File: config.mk
export PLATFORM = sky130hd
export DESIGN_NAME = lobster_tlb_mmu
export DESIGN_NICKNAME = d
export VERILOG_FILES = /design/src/rtl/lobster_mmu_pkg.sv /design/src/rtl/lobster_tlb_set_array.sv /design/src/rtl/lobster_tlb_mmu.sv
export SDC_FILE = /design/constraint.sdc
export NUM_CORES = 2
export LEC_CHECK = 0
export CAP_MARGIN = 15
export CORE_ASPECT_RATIO = 1.2
export CORE_UTILIZATION = 40
export DETAILED_ROUTE_END_ITERATION = 6
export PLACE_DENSITY = 0.53
export SYNTH_ARGS = -nofsm -noshare
export SYNTH_HDL_FRONTEND = slang
export SYNTH_SLANG_ARGS = --single-unit
export TNS_END_PERCENT = 5
File: constraint.sdc
create_clock -name i_clk -period 11.34 [get_ports i_clk]
set_input_delay 2.268 -clock i_clk [delete_from_list [all_inputs] [get_ports i_clk]]
set_output_delay 2.268 -clock i_clk [all_outputs]
set_load 0.01 [all_outputs]
File: src/rtl/lobster_mmu_pkg.sv
// Shared types and page-entry field layout for the lobster TLB MMU.
// Entry word: [0] V, [1] R, [2] W, [3] X, [4] U, [7:5] reserved, [35:8] VPN, [63:36] PPN.
package lobster_mmu_pkg;

  typedef enum logic [1:0] {
    ACC_READ  = 2'd0,
    ACC_WRITE = 2'd1,
    ACC_EXEC  = 2'd2
  } acc_t;

  typedef enum logic [1:0] {
    CAUSE_NONE = 2'd0,
    CAUSE_MISS = 2'd1,
    CAUSE_PERM = 2'd2
  } cause_t;

  localparam int PTE_V       = 0;
  localparam int PTE_R       = 1;
  localparam int PTE_W       = 2;
  localparam int PTE_X       = 3;
  localparam int PTE_U       = 4;
  localparam int PTE_VPN_LSB = 8;
  localparam int PTE_PPN_LSB = 36;
  localparam int PTE_FIELD_W = 28;

  typedef struct packed {
    logic u;
    logic x;
    logic w;
    logic r;
  } perm_t;

  function automatic perm_t pte_perm(input logic [63:0] pte);
    perm_t p;
    p.u = pte[PTE_U];
    p.x = pte[PTE_X];
    p.w = pte[PTE_W];
    p.r = pte[PTE_R];
    return p;
  endfunction

endpackage

File: src/rtl/lobster_tlb_set_array.sv
// TLB entry storage with per-set round-robin replacement; combinational parallel VPN lookup.
// Fill/invalidate take effect at the clock edge, so a same-cycle lookup sees the old contents.
module lobster_tlb_set_array
  import lobster_mmu_pkg::*;
#(
  parameter int VPN_W           = 24,
  parameter int PPN_W           = 24,
  parameter int NUM_TLB_ENTRIES = 64,
  parameter int TLB_WAYS        = 4,
  parameter int WAY_W           = (TLB_WAYS > 1) ? $clog2(TLB_WAYS) : 1
) (
  input  logic              i_clk,
  input  logic              i_rst,
  input  logic              i_inv_all,
  input  logic              i_we,
  input  logic [63:0]       i_page_in,
  input  logic [VPN_W-1:0]  i_lk_vpn,
  output logic              o_hit,
  output logic [WAY_W-1:0]  o_way,
  output perm_t             o_perm,
  output logic [PPN_W-1:0]  o_ppn
);

  localparam int SETS  = NUM_TLB_ENTRIES / TLB_WAYS;
  localparam int SET_W = (SETS > 1) ? $clog2(SETS) : 1;

  logic [TLB_WAYS-1:0] r_valid [SETS];
  logic [WAY_W-1:0]    r_rr    [SETS];
  logic [VPN_W-1:0]    r_vpn   [SETS][TLB_WAYS];
  logic [PPN_W-1:0]    r_ppn   [SETS][TLB_WAYS];
  perm_t               r_perm  [SETS][TLB_WAYS];

  function automatic logic [SET_W-1:0] set_of(input logic [VPN_W-1:0] vpn);
    if (SETS > 1) return vpn[SET_W-1:0];
    else          return '0;
  endfunction

  logic [SET_W-1:0] w_lk_set;
  logic [SET_W-1:0] w_wr_set;
  logic [VPN_W-1:0] w_wr_vpn;
  logic [PPN_W-1:0] w_wr_ppn;
  logic             w_same;
  logic [WAY_W-1:0] w_same_way;
  logic             w_free;
  logic [WAY_W-1:0] w_free_way;
  logic [WAY_W-1:0] w_fill_way;
  logic             w_bump_rr;
  logic             w_do_write;
  logic             w_unused_page;

  assign w_wr_vpn      = i_page_in[PTE_VPN_LSB +: VPN_W];
  assign w_wr_ppn      = i_page_in[PTE_PPN_LSB +: PPN_W];
  assign w_wr_set      = set_of(w_wr_vpn);
  assign w_lk_set      = set_of(i_lk_vpn);
  assign w_do_write    = i_we && !i_inv_all;
  assign w_unused_page = ^i_page_in;

  // The fill rule keeps VPNs unique within a set, so at most one way can match.
  always_comb begin
    o_hit  = 1'b0;
    o_way  = '0;
    o_perm = '0;
    o_ppn  = '0;
    for (int w = 0; w < TLB_WAYS; w++) begin
      if (r_valid[w_lk_set][w] && (r_vpn[w_lk_set][w] == i_lk_vpn)) begin
        o_hit  = 1'b1;
        o_way  = WAY_W'(w);
        o_perm = r_perm[w_lk_set][w];
        o_ppn  = r_ppn[w_lk_set][w];
      end
    end
  end

  always_comb begin
    w_same     = 1'b0;
    w_same_way = '0;
    w_free     = 1'b0;
    w_free_way = '0;
    for (int w = 0; w < TLB_WAYS; w++) begin
      if (!w_same && r_valid[w_wr_set][w] && (r_vpn[w_wr_set][w] == w_wr_vpn)) begin
        w_same     = 1'b1;
        w_same_way = WAY_W'(w);
      end
      if (!w_free && !r_valid[w_wr_set][w]) begin
        w_free     = 1'b1;
        w_free_way = WAY_W'(w);
      end
    end
    w_bump_rr  = !w_same && !w_free;
    w_fill_way = w_same ? w_same_way : (w_free ? w_free_way : r_rr[w_wr_set]);
  end

  always_ff @(posedge i_clk) begin
    if (i_rst) begin
      for (int s = 0; s < SETS; s++) begin
        r_valid[s] <= '0;
        r_rr[s]    <= '0;
      end
    end else if (i_inv_all) begin
      for (int s = 0; s < SETS; s++) r_valid[s] <= '0;
    end else if (i_we) begin
      r_valid[w_wr_set][w_fill_way] <= i_page_in[PTE_V];
      if (w_bump_rr)
        r_rr[w_wr_set] <= (TLB_WAYS > 1) ? r_rr[w_wr_set] + WAY_W'(1) : '0;
    end
  end

  // Payload carries no reset; its valid bit guards every use.
  always_ff @(posedge i_clk) begin
    if (!i_rst && w_do_write) begin
      r_vpn[w_wr_set][w_fill_way]  <= w_wr_vpn;
      r_ppn[w_wr_set][w_fill_way]  <= w_wr_ppn;
      r_perm[w_wr_set][w_fill_way] <= pte_perm(i_page_in);
    end
  end

endmodule

File: src/rtl/lobster_tlb_mmu.sv
// Set-associative TLB MMU: translates and permission-checks one request per cycle.
// Response registered one cycle after acceptance; req_ready drops while a response is stalled.
module lobster_tlb_mmu
  import lobster_mmu_pkg::*;
#(
  parameter int ADDR_WIDTH      = 36,
  parameter int PAGE_BITS       = 12,
  parameter int NUM_TLB_ENTRIES = 64,
  parameter int TLB_WAYS        = 4
) (
  input  logic                  i_clk,
  input  logic                  i_rst,
  input  logic                  i_mmu_en,
  input  logic                  i_req_valid,
  output logic                  o_req_ready,
  input  logic [ADDR_WIDTH-1:0] i_req_vaddr,
  input  logic [1:0]            i_req_acc,
  input  logic                  i_req_user,
  output logic                  o_resp_valid,
  input  logic                  i_resp_ready,
  output logic [ADDR_WIDTH-1:0] o_resp_paddr,
  output logic                  o_resp_fault,
  output logic [1:0]            o_resp_cause,
  input  logic                  i_we,
  input  logic [63:0]           i_page_in,
  input  logic                  i_inv_all
);

  localparam int VPN_W = ADDR_WIDTH - PAGE_BITS;
  localparam int PPN_W = VPN_W;
  localparam int WAY_W = (TLB_WAYS > 1) ? $clog2(TLB_WAYS) : 1;

  logic                  r_resp_valid;
  logic [ADDR_WIDTH-1:0] r_resp_paddr;
  logic                  r_resp_fault;
  logic [1:0]            r_resp_cause;

  logic                  w_accept;
  logic                  w_hit;
  logic [WAY_W-1:0]      w_way;
  perm_t                 w_perm;
  logic [PPN_W-1:0]      w_ppn;
  logic                  w_perm_ok;
  logic                  w_acc_ok;
  logic [ADDR_WIDTH-1:0] w_paddr;
  logic                  w_fault;
  logic [1:0]            w_cause;
  logic                  w_unused_way;

  assign o_req_ready  = !r_resp_valid || i_resp_ready;
  assign w_accept     = i_req_valid && o_req_ready;
  assign w_unused_way = ^w_way;

  lobster_tlb_set_array #(
    .VPN_W           (VPN_W),
    .PPN_W           (PPN_W),
    .NUM_TLB_ENTRIES (NUM_TLB_ENTRIES),
    .TLB_WAYS        (TLB_WAYS),
    .WAY_W           (WAY_W)
  ) u_set_array (
    .i_clk     (i_clk),
    .i_rst     (i_rst),
    .i_inv_all (i_inv_all),
    .i_we      (i_we),
    .i_page_in (i_page_in),
    .i_lk_vpn  (i_req_vaddr[ADDR_WIDTH-1:PAGE_BITS]),
    .o_hit     (w_hit),
    .o_way     (w_way),
    .o_perm    (w_perm),
    .o_ppn     (w_ppn)
  );

  // Reserved access code 3 falls through to the read check; supervisor may touch U pages.
  always_comb begin
    if (i_req_acc == ACC_WRITE)     w_acc_ok = w_perm.w;
    else if (i_req_acc == ACC_EXEC) w_acc_ok = w_perm.x;
    else                            w_acc_ok = w_perm.r;
    w_perm_ok = w_acc_ok && (!i_req_user || w_perm.u);
  end

  always_comb begin
    w_paddr = '0;
    w_fault = 1'b0;
    w_cause = CAUSE_NONE;
    if (!i_mmu_en) begin
      w_paddr = i_req_vaddr;
    end else if (!w_hit) begin
      w_fault = 1'b1;
      w_cause = CAUSE_MISS;
    end else if (!w_perm_ok) begin
      w_fault = 1'b1;
      w_cause = CAUSE_PERM;
    end else begin
      w_paddr = {w_ppn, i_req_vaddr[PAGE_BITS-1:0]};
    end
  end

  always_ff @(posedge i_clk) begin
    if (i_rst) begin
      r_resp_valid <= 1'b0;
      r_resp_paddr <= '0;
      r_resp_fault <= 1'b0;
      r_resp_cause <= CAUSE_NONE;
    end else if (w_accept) begin
      r_resp_valid <= 1'b1;
      r_resp_paddr <= w_paddr;
      r_resp_fault <= w_fault;
      r_resp_cause <= w_cause;
    end else if (i_resp_ready) begin
      r_resp_valid <= 1'b0;
    end
  end

  assign o_resp_valid = r_resp_valid;
  assign o_resp_paddr = r_resp_paddr;
  assign o_resp_fault = r_resp_fault;
  assign o_resp_cause = r_resp_cause;

endmodule

==> summary.md <==
| Metric | Value |
|---|---|
| Worst setup SP type | `primary input` |
| Layout cells sized above 1 | `28.8%` |
| Placed cells | `12.2k` |
| CTS root buf | `clkbuf_16` |
| Final hold vios | `0` |
| Area Growth Syn to Fin | `13.8%` |
| Setup TNS | `0 ns` |
| CP endpoint kind | `register` |
| Clock transition at path regs | `0.06 ns` |
| Post-CTS Setup Bufs | `0` |
| Fin Clk Skew | `0.0530 ns` |
| Arrival time at the worst endpoint | `9.23 ns` |
| HPWL after DPL | `293 mm` |
| Die Width | `558 µm` |
| Routed Antenna Nets | `0` |
| Leading area contributor after synthesis | `edfxtp_1` |
| Clock Sinks | `3464` |
| VDD IR max | `118 µV` |
| Core area | `369000 µm²` |
| Maximum capacitance violations | `0` |
| Yosys top cell area share | `69.2%` |
| Starting Density | `40.3%` |
| Port Buf Inserts | `139` |
| Worst path required time | `11.88 ns` |
| Via count | `81.9k` |
| Mapped Area | `148000 µm²` |
| Fmax | `0.115 GHz` |
| Later-pin clock latency in the skew report | `0.97 ns` |
| Pwr dens | `166 nW/µm²` |
| Synth cell types | `84` |
| Post-layout min period | `8.69 ns` |
| Grt total ovfl | `0` |
| Slew Viols, Final | `0` |
| Final Wtd Congestion | `0.917` |
| Async set-reset flop share out of synthesis | `0%` |
| Ys flop type | `edfxtp_1` |
| CTS tree | `built` |
| Hold depth | `2` |
| Number of synthesized flops with an enable pin | `3424` |
| Post_cts resized | `0` |
| Worst slew pin tran | `1.23 ns` |
| Crit path kind | `in2reg` |
| # nets final | `7796` |
| Syn Nets | `7496` |
| Overall routing resource usage | `26.8%` |
| CP most frequent cell | `buf_4` |
| HP Class | `reg2reg` |
| H-Tree Level Count | `5` |
| Max-slew headroom | `17.3%` |
| Max FO, Critical Path | `83` |
| # rows | `244` |
| Total power | `28.0 mW` |
| Gate Count Post-Synth | `7386` |
| Post-route cell area | `169000 µm²` |
| Synth area leaders | `edfxtp_1 (69%), mux4_2 (18%), mux2i_1 (2.3%), xnor2_1 (0.94%), nor2_1 (0.72%)` |
| # DRC | `0` |
| Cell Area, Placed | `157000 µm²` |
| Total Die Area | `374000 µm²` |
| Leakage | `52.7 nW` |
| Number of I/O pins | `151` |
| CP Cell Sequence | `buf_8 -> buf_4 -> mux4_2 -> mux4_2 -> xnor2_1 -> nand4_1 -> a2111oi_2 -> o2111ai_1 -> a21bo_2 -> nand2_1 -> buf_4 -> or3_1 -> nor2_4 -> buf_4` |
| Vias per inst | `6.34` |
| Worst r2r path cells | `13` |
| Maximum clock path buffer count | `4` |
| CTS Buf Count | `362` |
| DR iter-0 viols | `10.2k` |
| Initial DRT Pass Iterations | `7` |
| Vias in the first global route | `82.7k` |
| RSZ-0062 raised after global routing | `no` |
| Largest net degree at the start of global routing | `135` |
| Final WS setup | `2.65 ns` |
| Finished Layout Cells | `12.9k` |
| Setup WS pre-CTS | `1.76 ns` |
| CTS Hold Buffers Added | `0` |
| Chip Height | `669 µm` |
| Status | `complete, no violations` |
| First-pass GRT wire length | `688 mm` |
| Seq/Total Area, Yosys | `69.8%` |
| Slowest Stage Delay on Critical Path | `0.93 ns` |
| Final Cycle Share | `76.6%` |
| #FFs+latches synth | `3464` |
| Final setup violation count | `0` |
| Initial antenna violation count | `50` |
| Slowest-stage cell, CP | `a2111oi_2` |
| WL final | `504 mm` |
| Yosys warning total | `0` |
| Avg Inst Size Synth | `20.1 µm²` |
| Routed len/inst | `39.0 µm` |
==> cell usage after synthesis, types with 12 or more instances <==
cell type,count
mux2_2,82
o31a_1,13
o22ai_1,51
a211oi_1,25
nor2b_1,48
edfxtp_1,3424
nand2_1,235
a22o_1,17
nand3_1,66
a31oi_1,20
buf_1,73
buf_2,162
a311oi_1,21
mux4_2,1213
dfxtp_1,40
and3_1,25
xor2_1,36
a2111oi_0,23
inv_1,24
nor4_1,20
buf_6,14
and2_1,16
a21o_1,21
a22oi_1,59
nor2_1,284
nor3b_1,26
o211ai_1,21
nor3_1,54
buf_4,71
mux2i_1,347
a221oi_1,41
a21oi_1,75
or3_1,12
clkbuf_1,196
nand3b_1,19
nand4_1,29
o21ai_0,133
o221ai_1,15
nand2b_1,37
xnor2_1,159
==> logic make-up (layout without fill, tap and decap cells) <==
| group | Yosys count | count (layout) | synth area share [%] |
|---|---|---|---|
| buf+inv | 551 | 1150 | 1.78 |
| simple gates | 902 | 902 | 2.91 |
| flops | 3464 | 3464 | 69.8 |
| mux | 1642 | 1642 | 21.4 |
| compound gates | 632 | 632 | 3.03 |
| xor+xnor | 195 | 195 | 1.15 |
| other cells | 0 | 25 | 0 |
==> sequential cells by signal (all words and copies together), names as in the netlist <==
name / cells
u_set_array.r_ppn: 1536
u_set_array.r_vpn: 1536
u_set_array.r_perm: 256
u_set_array.r_valid: 64
o_resp_paddr: 36
u_set_array.r_rr: 32
o_resp_cause: 2
o_resp_fault: 1
o_resp_valid: 1
==> layout make-up <==
class,count,area (µm²)
Fill cell,31300,200000
Antenna cell,25,62.6
Clock buffer,460,9620
Inverter,35,153
Timing Repair Buffer,452,4510
Clock inverter,203,2160
Sequential cell,3464,104000
Tap cell,4920,6160
Multi-Input combinational cell,3371,42700
==> worst paths after layout <==
check / start / to / slack [ns]
hold / removal: o_resp_cause[0] / o_resp_cause[0] / 0.47
setup reg to reg: u_set_array.r_vpn[11][53] / u_set_array.r_ppn[14][64] / 4.82
setup / recovery: i_page_in[9] / u_set_array.r_ppn[14][64] / 2.65
hold reg to reg: o_resp_cause[0] / o_resp_cause[0] / 0.47
==> report_power, final <==
part	internal (mW)	total (mW)	switching, mW	leakage, nW
combinational	0.713	1.93	1.21	15.7
clock	6.87	12.0	5.09	5.73
sequential	14.1	14.1	0.0232	31.3
total	21.7	28.0	6.33	52.7
==> metrics by stage <==
stage	hold WS, ns	util [%]
after floorplan	0.476	-
after global placement	0.447	42.6
after detailed placement	0.457	42.6
after CTS	0.469	45.8
after global routing	0.501	45.8
final	0.474	45.8
==> critical path, delay by kind of cell <==
family	cells	cell delay, ns
xor gates and xnor gates	1	0.26
buffers and inverters	4	2.37
muxes	2	0.93
AOI/OAI and AO/OA	3	1.77
and+or+nand+nor	4	1.23
==> routing by layer <==
layer	up-vias	share of wire, %	GRT usage (%)
met3	1007	7.8	4.46
li1	31800	-	-
met1	44900	39	35.1
met4	26	5.5	12.6
met2	4193	48	43.6
met5	-	0.030	0
==> placed cells by master (no fill, tap or decap), types with 36 or more instances in the layout <==
cell             synthesis  final
nor2b_1                 48     42
o21ai_0                133    133
buf_4                   71    235
buf_2                  162     50
clkbuf_1               196     84
nor2_1                 284    250
mux4_2                1213   1213
clkinv_1                 6     72
buf_12                   0     79
nand2_1                235    235
nand3_1                 66     66
dfxtp_1                 40     40
nand2b_1                37     36
clkdlybuf4s50_1          0     80
mux2_2                  82     82
a22oi_1                 59     59
xor2_1                  36     36
o22ai_1                 51     51
bufinv_16                0     37
a21oi_1                 75     71
a221oi_1                41     41
clkinv_2                 0     62
edfxtp_1              3424   3424
xnor2_1                159    159
clkbuf_16                0    367
nor3_1                  54     41
mux2i_1                347    347
No activity file was read; power rests on OpenSTA's default activity.
